[config.mk]
export PLATFORM = sky130hd
export DESIGN_NAME = cond_logic_unit_flat
export DESIGN_NICKNAME = d
export VERILOG_FILES = /design/src/rtl/cond_logic_unit_pkg.sv /design/src/rtl/cond_logic_unit_if.sv /design/src/rtl/cond_logic_unit_cond_check.sv /design/src/rtl/cond_logic_unit.sv /design/src/flat_wrapper.sv
export SDC_FILE = /design/constraint.sdc
export NUM_CORES = 1
export LEC_CHECK = 0
export BUFFER_PORTS_ARGS = -buffer_cell sky130_fd_sc_hd__buf_2
export CAP_MARGIN = 20
export CORE_AREA = 2 2 78 61
export DETAILED_ROUTE_END_ITERATION = 7
export DIE_AREA = 0 0 80 63
export GPL_TIMING_DRIVEN = 0
export PLACE_DENSITY = 0.82
export SLEW_MARGIN = 20
export SYNTH_ARGS = -nofsm -noshare
export SYNTH_HDL_FRONTEND = slang
export SYNTH_SLANG_ARGS = --single-unit
[constraint.sdc]
create_clock -name clk -period 3.3 [get_ports clk]
set_clock_uncertainty 0.15 [all_clocks]
set_input_delay 0.66 -clock clk [delete_from_list [all_inputs] [get_ports clk]]
set_output_delay 0.66 -clock clk [all_outputs]
set_load 0.1 [all_outputs]
[src/rtl/cond_logic_unit_pkg.sv]
// ---------------------------------------------------------------------------
// cond_logic_unit_pkg
//   Shared definitions for the condition-logic path. The ALU decoder and the
//   main decoder import this package too, so the encodings here are the
//   single source of truth for condition codes, FlagW bits and NZCV layout.
//
//   Contents:
//     COND_*      4-bit condition-field encodings (Instr[31:28])
//     FLAGW_*     bit indices inside the 2-bit FlagW bus
//     FLAG_*      bit positions inside the {N,Z,C,V} flag vector
//     ctrl_t      registered control bundle of the output stage
//     merge_flags helper applying FlagW enables to a flag vector
// ---------------------------------------------------------------------------
package cond_logic_unit_pkg;

    localparam logic [3:0] COND_EQ = 4'b0000;
    localparam logic [3:0] COND_NE = 4'b0001;
    localparam logic [3:0] COND_CS = 4'b0010;
    localparam logic [3:0] COND_CC = 4'b0011;
    localparam logic [3:0] COND_MI = 4'b0100;
    localparam logic [3:0] COND_PL = 4'b0101;
    localparam logic [3:0] COND_VS = 4'b0110;
    localparam logic [3:0] COND_VC = 4'b0111;
    localparam logic [3:0] COND_HI = 4'b1000;
    localparam logic [3:0] COND_LS = 4'b1001;
    localparam logic [3:0] COND_GE = 4'b1010;
    localparam logic [3:0] COND_LT = 4'b1011;
    localparam logic [3:0] COND_GT = 4'b1100;
    localparam logic [3:0] COND_LE = 4'b1101;
    localparam logic [3:0] COND_AL = 4'b1110;
    localparam logic [3:0] COND_NV = 4'b1111;

    localparam int FLAGW_NZ = 1;
    localparam int FLAGW_CV = 0;

    localparam int FLAG_N = 3;
    localparam int FLAG_Z = 2;
    localparam int FLAG_C = 1;
    localparam int FLAG_V = 0;

    typedef struct packed {
        logic pc_src;
        logic reg_write;
        logic mem_write;
        logic cond_ex;
        logic illegal_cond;
    } ctrl_t;

    // N,Z travel together and C,V travel together; each pair is replaced
    // only when its FlagW enable is set.
    function automatic logic [3:0] merge_flags(input logic [3:0] cur,
                                               input logic [3:0] alu,
                                               input logic [1:0] flag_w);
        logic [3:0] res;
        res = cur;
        if (flag_w[FLAGW_NZ]) begin
            res[FLAG_N] = alu[FLAG_N];
            res[FLAG_Z] = alu[FLAG_Z];
        end
        if (flag_w[FLAGW_CV]) begin
            res[FLAG_C] = alu[FLAG_C];
            res[FLAG_V] = alu[FLAG_V];
        end
        return res;
    endfunction

endpackage

[src/rtl/cond_logic_unit_if.sv]
// ---------------------------------------------------------------------------
// cond_logic_unit_if
//   Bundles the decoder-side requests and the registered, condition-gated
//   controls of cond_logic_unit. clk and rst_n stay as plain module ports.
//
//   Decoder side (master drives):
//     in_valid, stall, cond[3:0], alu_flags[3:0], flag_w[1:0], pcs, reg_w, mem_w
//   Unit side (slave drives):
//     out_valid, pc_src, reg_write, mem_write, cond_ex, illegal_cond,
//     flags[3:0], exec_cnt[CNT_W-1:0], skip_cnt[CNT_W-1:0]
// ---------------------------------------------------------------------------
interface cond_logic_unit_if #(
    parameter int CNT_W = 16
);
    import cond_logic_unit_pkg::*;

    logic             in_valid;
    logic             stall;
    logic [3:0]       cond;
    logic [3:0]       alu_flags;
    logic [1:0]       flag_w;
    logic             pcs;
    logic             reg_w;
    logic             mem_w;

    logic             out_valid;
    logic             pc_src;
    logic             reg_write;
    logic             mem_write;
    logic             cond_ex;
    logic             illegal_cond;
    logic [3:0]       flags;
    logic [CNT_W-1:0] exec_cnt;
    logic [CNT_W-1:0] skip_cnt;

    modport master (
        output in_valid, stall, cond, alu_flags, flag_w, pcs, reg_w, mem_w,
        input  out_valid, pc_src, reg_write, mem_write, cond_ex, illegal_cond,
               flags, exec_cnt, skip_cnt
    );

    modport slave (
        input  in_valid, stall, cond, alu_flags, flag_w, pcs, reg_w, mem_w,
        output out_valid, pc_src, reg_write, mem_write, cond_ex, illegal_cond,
               flags, exec_cnt, skip_cnt
    );

endinterface

[src/rtl/cond_logic_unit_cond_check.sv]
// ---------------------------------------------------------------------------
// cond_logic_unit_cond_check
//   Purely combinational evaluation of a 4-bit condition field against the
//   architectural {N,Z,C,V} flags.
//
//   Ports:
//     cond_i     condition field of the current instruction
//     flags_i    registered NZCV flags
//     cond_ex_o  1 when the instruction must execute
//     illegal_o  1 when cond_i is the reserved 4'b1111 encoding
// ---------------------------------------------------------------------------
module cond_logic_unit_cond_check
    import cond_logic_unit_pkg::*;
(
    input  logic [3:0] cond_i,
    input  logic [3:0] flags_i,
    output logic       cond_ex_o,
    output logic       illegal_o
);

    logic n, z, c, v;

    assign n = flags_i[FLAG_N];
    assign z = flags_i[FLAG_Z];
    assign c = flags_i[FLAG_C];
    assign v = flags_i[FLAG_V];

    // NOTE: every output of a combinational block gets a default before the
    // case so no path leaves it unassigned and infers a latch.
    always_comb begin
        cond_ex_o = 1'b0;
        illegal_o = 1'b0;
        unique case (cond_i)
            COND_EQ: cond_ex_o = z;
            COND_NE: cond_ex_o = ~z;
            COND_CS: cond_ex_o = c;
            COND_CC: cond_ex_o = ~c;
            COND_MI: cond_ex_o = n;
            COND_PL: cond_ex_o = ~n;
            COND_VS: cond_ex_o = v;
            COND_VC: cond_ex_o = ~v;
            COND_HI: cond_ex_o = c & ~z;
            COND_LS: cond_ex_o = ~c | z;
            COND_GE: cond_ex_o = ~(n ^ v);
            COND_LT: cond_ex_o = n ^ v;
            COND_GT: cond_ex_o = ~z & ~(n ^ v);
            COND_LE: cond_ex_o = z | (n ^ v);
            COND_AL: cond_ex_o = 1'b1;
            COND_NV: illegal_o = 1'b1;
            default: ;
        endcase
    end

endmodule

[src/rtl/cond_logic_unit.sv]
// ---------------------------------------------------------------------------
// cond_logic_unit
//   Gates the main decoder's write/branch requests with the instruction's
//   condition field, owns the NZCV flag register and keeps saturating debug
//   counts of executed and skipped instructions. All gated controls leave
//   through a single register stage (one cycle after accept).
//
//   Ports:
//     clk    rising-edge clock
//     rst_n  synchronous reset, active low
//     bus    cond_logic_unit_if.slave (requests in, registered controls,
//            flags and counters out)
//
//   Parameter CNT_W: debug counter width, at least 2.
// ---------------------------------------------------------------------------
module cond_logic_unit
    import cond_logic_unit_pkg::*;
#(
    parameter int CNT_W = 16
)(
    input logic            clk,
    input logic            rst_n,
    cond_logic_unit_if.slave bus
);

    logic [3:0]       flags_q,    flags_d;
    logic             valid_q,    valid_d;
    ctrl_t            ctrl_q,     ctrl_d;
    logic [CNT_W-1:0] exec_cnt_q, exec_cnt_d;
    logic [CNT_W-1:0] skip_cnt_q, skip_cnt_d;

    logic cond_ex_c;
    logic illegal_c;

    // The condition is evaluated on the registered flags, so an instruction
    // sees the flags written by the one accepted just before it.
    cond_logic_unit_cond_check u_cond_check (
        .cond_i    (bus.cond),
        .flags_i   (flags_q),
        .cond_ex_o (cond_ex_c),
        .illegal_o (illegal_c)
    );

    function automatic logic [CNT_W-1:0] sat_inc(input logic [CNT_W-1:0] cnt);
        return (&cnt) ? cnt : cnt + CNT_W'(1);
    endfunction

    always_comb begin
        flags_d    = flags_q;
        valid_d    = valid_q;
        ctrl_d     = ctrl_q;
        exec_cnt_d = exec_cnt_q;
        skip_cnt_d = skip_cnt_q;

        // A stall freezes everything, including the pending output.
        if (!bus.stall) begin
            if (bus.in_valid) begin
                valid_d             = 1'b1;
                ctrl_d.pc_src       = bus.pcs   & cond_ex_c;
                ctrl_d.reg_write    = bus.reg_w & cond_ex_c;
                ctrl_d.mem_write    = bus.mem_w & cond_ex_c;
                ctrl_d.cond_ex      = cond_ex_c;
                ctrl_d.illegal_cond = illegal_c;
                if (cond_ex_c) begin
                    flags_d    = merge_flags(flags_q, bus.alu_flags, bus.flag_w);
                    exec_cnt_d = sat_inc(exec_cnt_q);
                end else begin
                    skip_cnt_d = sat_inc(skip_cnt_q);
                end
            end else begin
                // Bubble: drop every write request so nothing stale repeats.
                valid_d = 1'b0;
                ctrl_d  = '0;
            end
        end
    end

    // NOTE: state registers use non-blocking assignments so every flop
    // samples the pre-edge values; reset is synchronous, so it only acts on
    // a clock edge and overrides stall and in_valid there.
    always_ff @(posedge clk) begin
        if (!rst_n) begin
            flags_q    <= '0;
            valid_q    <= 1'b0;
            ctrl_q     <= '0;
            exec_cnt_q <= '0;
            skip_cnt_q <= '0;
        end else begin
            flags_q    <= flags_d;
            valid_q    <= valid_d;
            ctrl_q     <= ctrl_d;
            exec_cnt_q <= exec_cnt_d;
            skip_cnt_q <= skip_cnt_d;
        end
    end

    assign bus.out_valid    = valid_q;
    assign bus.pc_src       = ctrl_q.pc_src;
    assign bus.reg_write    = ctrl_q.reg_write;
    assign bus.mem_write    = ctrl_q.mem_write;
    assign bus.cond_ex      = ctrl_q.cond_ex;
    assign bus.illegal_cond = ctrl_q.illegal_cond;
    assign bus.flags        = flags_q;
    assign bus.exec_cnt     = exec_cnt_q;
    assign bus.skip_cnt     = skip_cnt_q;

endmodule

[src/flat_wrapper.sv]
// flat-port wrapper written by rule: the top's interface ports become plain ports
module cond_logic_unit_flat import cond_logic_unit_pkg::*;
#(
    parameter int CNT_W = 16
)
  (clk, rst_n, bus_in_valid, bus_stall, bus_cond, bus_alu_flags, bus_flag_w, bus_pcs, bus_reg_w, bus_mem_w, bus_out_valid, bus_pc_src, bus_reg_write, bus_mem_write, bus_cond_ex, bus_illegal_cond, bus_flags, bus_exec_cnt, bus_skip_cnt);
  cond_logic_unit_if #(.CNT_W(CNT_W)) bus_i ();
  input logic clk;
  input logic rst_n;
  input wire logic [$bits(bus_i.in_valid)-1:0] bus_in_valid;
  input wire logic [$bits(bus_i.stall)-1:0] bus_stall;
  input wire logic [$bits(bus_i.cond)-1:0] bus_cond;
  input wire logic [$bits(bus_i.alu_flags)-1:0] bus_alu_flags;
  input wire logic [$bits(bus_i.flag_w)-1:0] bus_flag_w;
  input wire logic [$bits(bus_i.pcs)-1:0] bus_pcs;
  input wire logic [$bits(bus_i.reg_w)-1:0] bus_reg_w;
  input wire logic [$bits(bus_i.mem_w)-1:0] bus_mem_w;
  output wire logic [$bits(bus_i.out_valid)-1:0] bus_out_valid;
  output wire logic [$bits(bus_i.pc_src)-1:0] bus_pc_src;
  output wire logic [$bits(bus_i.reg_write)-1:0] bus_reg_write;
  output wire logic [$bits(bus_i.mem_write)-1:0] bus_mem_write;
  output wire logic [$bits(bus_i.cond_ex)-1:0] bus_cond_ex;
  output wire logic [$bits(bus_i.illegal_cond)-1:0] bus_illegal_cond;
  output wire logic [$bits(bus_i.flags)-1:0] bus_flags;
  output wire logic [$bits(bus_i.exec_cnt)-1:0] bus_exec_cnt;
  output wire logic [$bits(bus_i.skip_cnt)-1:0] bus_skip_cnt;
  assign bus_i.in_valid = bus_in_valid;
  assign bus_i.stall = bus_stall;
  assign bus_i.cond = bus_cond;
  assign bus_i.alu_flags = bus_alu_flags;
  assign bus_i.flag_w = bus_flag_w;
  assign bus_i.pcs = bus_pcs;
  assign bus_i.reg_w = bus_reg_w;
  assign bus_i.mem_w = bus_mem_w;
  assign bus_out_valid = bus_i.out_valid;
  assign bus_pc_src = bus_i.pc_src;
  assign bus_reg_write = bus_i.reg_write;
  assign bus_mem_write = bus_i.mem_write;
  assign bus_cond_ex = bus_i.cond_ex;
  assign bus_illegal_cond = bus_i.illegal_cond;
  assign bus_flags = bus_i.flags;
  assign bus_exec_cnt = bus_i.exec_cnt;
  assign bus_skip_cnt = bus_i.skip_cnt;
  cond_logic_unit #(.CNT_W(CNT_W)) u_core (.clk(clk), .rst_n(rst_n), .bus(bus_i));
endmodule
==> impl_metrics.env, run 1 <==
export IMPL_rows=21
export IMPL_cts_buffers_inserted=5
export IMPL_setup_tns_ns=0
export IMPL_comb_power_share_pct=12.4
export IMPL_p_sw_share_pct=27.00
export IMPL_grt_max_degree=13
export IMPL_area_growth_pct=21.52
export IMPL_final_hold_violation_count=0
export IMPL_p_sw_w=0.0002859
export IMPL_synth_ff_type="dfxtp_1"
export IMPL_rsz0062_at_grt="false"
export IMPL_port_buffers=57
export IMPL_async_flop_share_pct=0
export IMPL_firstDrtPassIters=4
export IMPL_numClockSinks=42
export IMPL_nNetsFinal=342
export IMPL_insertion_delay_ns=0.30
export IMPL_critPathLaunchType="input port"
export IMPL_cp_max_fo=10
export IMPL_cts_setup_buffers=0
export IMPL_synth_edf_count=0
export IMPL_diodes=0
export IMPL_arrival_ns=2.92
export IMPL_tightest_slew_ns=0.8656
export IMPL_max_cap_viol_count=0
export IMPL_fp_dieW_um=80
export IMPL_clockBufferDepth=2
export IMPL_drc=0
export IMPL_max_slew_margin_pct=41.76
export IMPL_grt_pass1_wl_um=9045
export IMPL_clockPowerShare_pct=38.6
export IMPL_postSynthNetCount=278
export IMPL_synthCells=259
export IMPL_die_h_um=63
export IMPL_ys_ff_latch=42
export IMPL_ant_nets=0
export IMPL_cts_resized=0
export IMPL_dp_hpwl_um=4040
export IMPL_dr_first_iter_drc_count=159
export IMPL_wl_met3_um=355
export IMPL_end_kind="register"
export IMPL_wl_met1_um=2701
export IMPL_initial_utilization_pct=49.91
export IMPL_yosysWarnings=0
export IMPL_vias_per_cell=5.864
export IMPL_hold_class="reg -> reg"
export IMPL_cellPowerDensity_mw_per_mm2=405.1
export IMPL_clk_pin_slew_ns=0.09
export IMPL_p_leak_nw=1.010
export IMPL_fmax_ghz=0.3529
export IMPL_syn_area_mm2=0.002151
export IMPL_antenna_found_initial=0
export IMPL_grt_pass1_vias=1966
export IMPL_wl_per_cell_um=14.52
export IMPL_synth_cell_types=46
export IMPL_grt_ovfl_total=0
export IMPL_synth_avg_cell_area_um2=8.304
export IMPL_pin_count=59
export IMPL_drive_above_1_share_pct=22.22
export IMPL_fin_crit_sh_pct=85.88
export IMPL_cts_tree="done"
export IMPL_h_tree_depth=2
export IMPL_met2_length_um=2414
export IMPL_ir_drop_mv=0.2856
export IMPL_crit_type="in -> reg"
export IMPL_seqPwrFrac_pct=49.0
export IMPL_wirelength_um=5532
export IMPL_setup_viol=0
export IMPL_holdBufCountCts=0
export IMPL_crit_required_ns=3.38
export IMPL_p_int_w=0.0007729
export IMPL_slew_violations=0
export IMPL_core_area_mm2=0.004309
export IMPL_final_core_util_pct=60.66
export IMPL_dieArea_mm2=0.005040
export IMPL_vias=2234
export IMPL_layout_min_cycle_time_ns=2.834
export IMPL_outcome="complete, no violations"
export IMPL_grt_usage_pct=22.80
export IMPL_gp_congestion=0.8558
export IMPL_highest_layer="met4"
export IMPL_ys_seq_area_share_pct=39.09
export IMPL_cts_root_buf="clkbuf_8"
[area by class of cell]
type	count	area (um2)
Buffer	12	63.81
Tap cell	57	71.32
Timing Repair Buffer	57	285.3
Clock buffer	7	76.32
Clock inverter	1	30.03
Inverter	7	26.28
Multi-Input combinational cell	198	1220
Sequential cell	42	840.8
Fill cell	394	1695
[layer usage]
layer,vias to the layer above,global-route usage [%]
li1,1111,-
met3,5,5.925
met2,69,33.44
met5,-,0
met1,1049,32.50
met4,0,7.203
[placed cells by master (no fill, tap or decap), types with 4 or more instances in the layout]
cell      count
buf_2        57
dfxtp_1      42
a21oi_1      27
nand2_1      26
nand3_1      15
o21ai_0      15
or3_1        13
or4_1        13
nor2_1       12
clkbuf_1     11
o31ai_1      11
nand4_1      10
inv_1         6
mux2i_1       6
clkbuf_8      5
and4_1        4
and3_1        4
[metrics by stage]
| step | area, um2 | cells | hold slack (ns) | setup slack [ns] | power (W) |
|---|---|---|---|---|---|
| detailed placement | 2507 | 373 | 0.3050 | 0.1982 | 0.0006616 |
| global route | 2614 | 381 | 0.3451 | 0.1815 | 0.001094 |
| floorplan | 2151 | 259 | 0.6522 | 0.2189 | 0.0006278 |
| global placement | 2507 | 373 | 0.2917 | 0.1659 | 0.0006602 |
| finish | 2614 | 381 | 0.3180 | 0.4661 | 0.001059 |
| CTS | 2614 | 381 | 0.3166 | 0.5103 | 0.001062 |
[power groups by stage]
stage	combinational [W]	clock, W	sequential (W)
final	0.000131	0.000408	0.000519
after global routing	0.000141	0.000433	0.000520
after CTS	0.000131	0.000412	0.000519
after detailed placement	0.000130	0	0.000531
after global placement	0.000129	0	0.000531
after floorplan	0.0000535	0	0.000574
[final timing paths]
kind,slack (ns),depth (start not counted),startpoint,end
max,0.47,11,bus_cond[3],u_core.bus.exec_cnt[6]$_SDFFE_PN0P_
min,0.32,2,u_core.bus.out_valid$_SDFFE_PN0N_,u_core.bus.out_valid$_SDFFE_PN0N_
max reg2reg,0.49,9,u_core.bus.exec_cnt[0]$_SDFFE_PN0P_,u_core.bus.exec_cnt[6]$_SDFFE_PN0P_
min reg2reg,0.32,2,u_core.bus.out_valid$_SDFFE_PN0N_,u_core.bus.out_valid$_SDFFE_PN0N_
[worst max-delay path, cell delays in order]
cell and delay [ns]:
buf_2 0.11, buf_4 0.16, nand3b_1 0.10, o2bb2ai_2 0.14, o221ai_1 0.16, a2bb2oi_2 0.18
o21ai_1 0.29, clkbuf_1 0.42, clkbuf_1 0.40, o21ai_0 0.17, a21oi_1 0.13
[flip-flops by register name (all words and copies together) (netlist names)]
signal,cells
u_core.bus.mem_write,1
u_core.bus.cond_ex,1
u_core.bus.reg_write,1
u_core.bus.skip_cnt,16
u_core.bus.out_valid,1
u_core.bus.flags,4
u_core.bus.illegal_cond,1
u_core.bus.pc_src,1
u_core.bus.exec_cnt,16
[logic make-up after synthesis]
logic type | count (synthesis) | synth area share, %
fa+ha+maj | 2 | 1.163
xor+xnor | 5 | 2.036
flops | 42 | 39.09
simple gates | 118 | 31.01
mux | 6 | 2.792
buf+inv | 19 | 4.188
compound gates | 67 | 19.72
[synthesized netlist by cell type (2+ instances only)]
cell type  count  share of area [%]
and2_1         2               0.58
nor2_1        12                2.1
nand2_1       26                4.5
nor4_1         3               0.87
nand3_1       15                3.5
a32oi_1        3                1.2
nor3_1         2               0.47
a21oi_1       27                6.3
xor2_1         3                1.2
clkbuf_1       9                1.6
or4_1         13                4.5
and3_1         4                1.2
inv_1          6                1.0
nand4_1       10                2.9
ha_1           2                1.2
dfxtp_1       42                 39
nand3b_1       2               0.70
and4_1         4                1.6
nand2b_1       2               0.58
o21ai_0       15                3.5
buf_6          2                1.0
xnor2_1        2               0.81
or3_1         13                3.8
o31ai_1       11                3.8
or2_2          2               0.58
mux2i_1        6                2.8
nor2b_1        2               0.58
(Power assumes the default switching activity.)
==> inputs of run 2 (changes only) <==
--- a/config.mk
+++ b/config.mk
@@ -12,6 +12,7 @@
 export DIE_AREA = 0 0 80 63
 export GPL_TIMING_DRIVEN = 0
 export PLACE_DENSITY = 0.82
+export REMOVE_ABC_BUFFERS = 1
 export SLEW_MARGIN = 20
 export SYNTH_ARGS = -nofsm -noshare
 export SYNTH_HDL_FRONTEND = slang
==> impl_metrics.env, run 2 (synthesized netlist as in run 1, its figures left out) <==
export IMPL_clk_pin_slew_ns=0.08
export IMPL_dieArea_mm2=0.005040
export IMPL_end_kind="register"
export IMPL_insertion_delay_ns=0.30
export IMPL_cts_resized=0
export IMPL_rrSetupSlack_ns=0.66
export IMPL_holdBufCountCts=0
export IMPL_dp_slack_ns=0.2940
export IMPL_dr_first_iter_drc_count=146
export IMPL_vias_per_cell=5.954
export IMPL_hp_start="u_core.bus.illegal_cond$_SDFFE_PN0N_"
export IMPL_fin_cells=371
export IMPL_final_core_util_pct=59.35
export IMPL_fp_dieW_um=80
export IMPL_fmax_ghz=0.3699
export IMPL_port_buffers=58
export IMPL_p_total_w=0.0009815
export IMPL_final_common_cell="buf_2"
export IMPL_cellPowerDensity_mw_per_mm2=383.8
export IMPL_antenna_found_initial=0
export IMPL_die_h_um=63
export IMPL_grt_ovfl_total=0
export IMPL_diodes=0
export IMPL_max_slew_margin_pct=33.72
export IMPL_cts_tree="done"
export IMPL_ir_drop_mv=0.2541
export IMPL_fill_cells=397
export IMPL_outcome="complete, no violations"
export IMPL_grt_max_degree=37
export IMPL_hold_slack_ns=0.3363
export IMPL_drc=0
export IMPL_setup_viol=0
export IMPL_nNetsFinal=332
export IMPL_grt_pass1_vias=1946
export IMPL_cts_buffers_inserted=5
export IMPL_min_to="u_core.bus.illegal_cond$_SDFFE_PN0N_"
export IMPL_critPathLaunchType="input port"
export IMPL_h_tree_depth=2
export IMPL_gp_congestion=0.8660
export IMPL_pin_count=59
export IMPL_core_area_mm2=0.004309
export IMPL_wl_per_cell_um=13.84
export IMPL_final_hold_violation_count=0
export IMPL_rows=21
export IMPL_drive_above_1_share_pct=23.57
export IMPL_dp_hpwl_um=3595
export IMPL_crit_required_ns=3.35
export IMPL_worstReg2RegStart="u_core.bus.flags[0]$_SDFFE_PN0P_"
export IMPL_ant_nets=0
export IMPL_numClockSinks=42
export IMPL_max_cap_viol_count=0
export IMPL_r2r_cells=7
export IMPL_firstDrtPassIters=4
export IMPL_grt_pass1_wl_um=8500
export IMPL_initial_utilization_pct=49.91
export IMPL_cts_root_buf="clkbuf_8"
export IMPL_hold_depth=2
export IMPL_cp_max_fo=13
export IMPL_arrival_ns=2.76
export IMPL_p_leak_nw=0.9862
export IMPL_vias=2209
export IMPL_rsz0062_at_grt="false"
export IMPL_area_growth_pct=18.91
export IMPL_r2r_end="u_core.bus.skip_cnt[15]$_SDFFE_PN0P_"
export IMPL_crit_type="in -> reg"
export IMPL_layout_min_cycle_time_ns=2.704
export IMPL_fin_crit_sh_pct=81.93
export IMPL_wirelength_um=5134
export IMPL_hold_class="reg -> reg"
export IMPL_placed_cells=363
export IMPL_tightest_slew_ns=0.9881
export IMPL_final_cell_mix="58 x buf_2, 42 x dfxtp_1, 27 x a21oi_1"
export IMPL_fin_ws_ns=0.5962
export IMPL_grt_usage_pct=20.78
export IMPL_clockBufferDepth=2
export IMPL_slew_violations=0
export IMPL_cts_setup_buffers=0
-- run 2: changes by cell type in the layout (fill, tap and decap cells not counted), sizes merged --
cell / change
clkbuf: -11
clkinvlp: +1
clkinv: +2
buf: -1
bufinv: -1
-- run 2: critical path: stages --
cell	delay, ns
buf_2	0.18
and4b_1	0.23
o21ai_0	0.15
and3_1	0.19
a2bb2oi_2	0.09
or4_4	0.61
or4_1	0.49
a21oi_1	0.16
-- run 2: worst max-delay path by stage --
stage | startpoint | to
3_3_place_gp | bus_cond[2] | u_core.bus.exec_cnt[3]$_SDFFE_PN0P_
4_1_cts | bus_cond[2] | u_core.bus.skip_cnt[15]$_SDFFE_PN0P_
5_1_grt | bus_cond[2] | u_core.bus.skip_cnt[15]$_SDFFE_PN0P_
2_1_floorplan | u_core.bus.flags[3]$_SDFFE_PN0P_ | u_core.bus.exec_cnt[3]$_SDFFE_PN0P_
3_5_place_dp | bus_cond[2] | u_core.bus.skip_cnt[15]$_SDFFE_PN0P_
6_report | bus_cond[2] | u_core.bus.skip_cnt[15]$_SDFFE_PN0P_
-- run 2: per-stage QoR --
step	TNS (ns)	area (um2)
floorplan	0	2087
global placement	-1.032	2449
detailed placement	0	2467
CTS	0	2557
global route	0	2557
finish	0	2557
-- run 2: report_power, final --
group / internal [W] / leakage, nW / switching (W)
sequential: 0.000512 / 0.339 / 0.00000731
combinational: 0.0000318 / 0.603 / 0.0000945
clock: 0.000149 / 0.0441 / 0.000187
-- run 2: area by class of cell --
class | count | area (um2) | area share [%]
clock inverter | 3 | 21.27 | 0.8317
clock buffer | 5 | 68.82 | 2.691
sequential | 42 | 840.8 | 32.88
timing repair buffer | 59 | 305.3 | 11.94
tap | 57 | 71.32 | 2.789
multi-input combinational | 198 | 1224 | 47.85
inverter | 7 | 26.28 | 1.027
-- run 2: layer usage --
metal	routed length (um)	up-vias	global-route usage [%]	share of wire (%)
met5	0	-	0	0
met4	54	0	7.203	1.1
met3	351	6	5.347	6.8
met2	2412	82	33.13	47
met1	2315	1038	27.12	45
li1	-	1083	-	-
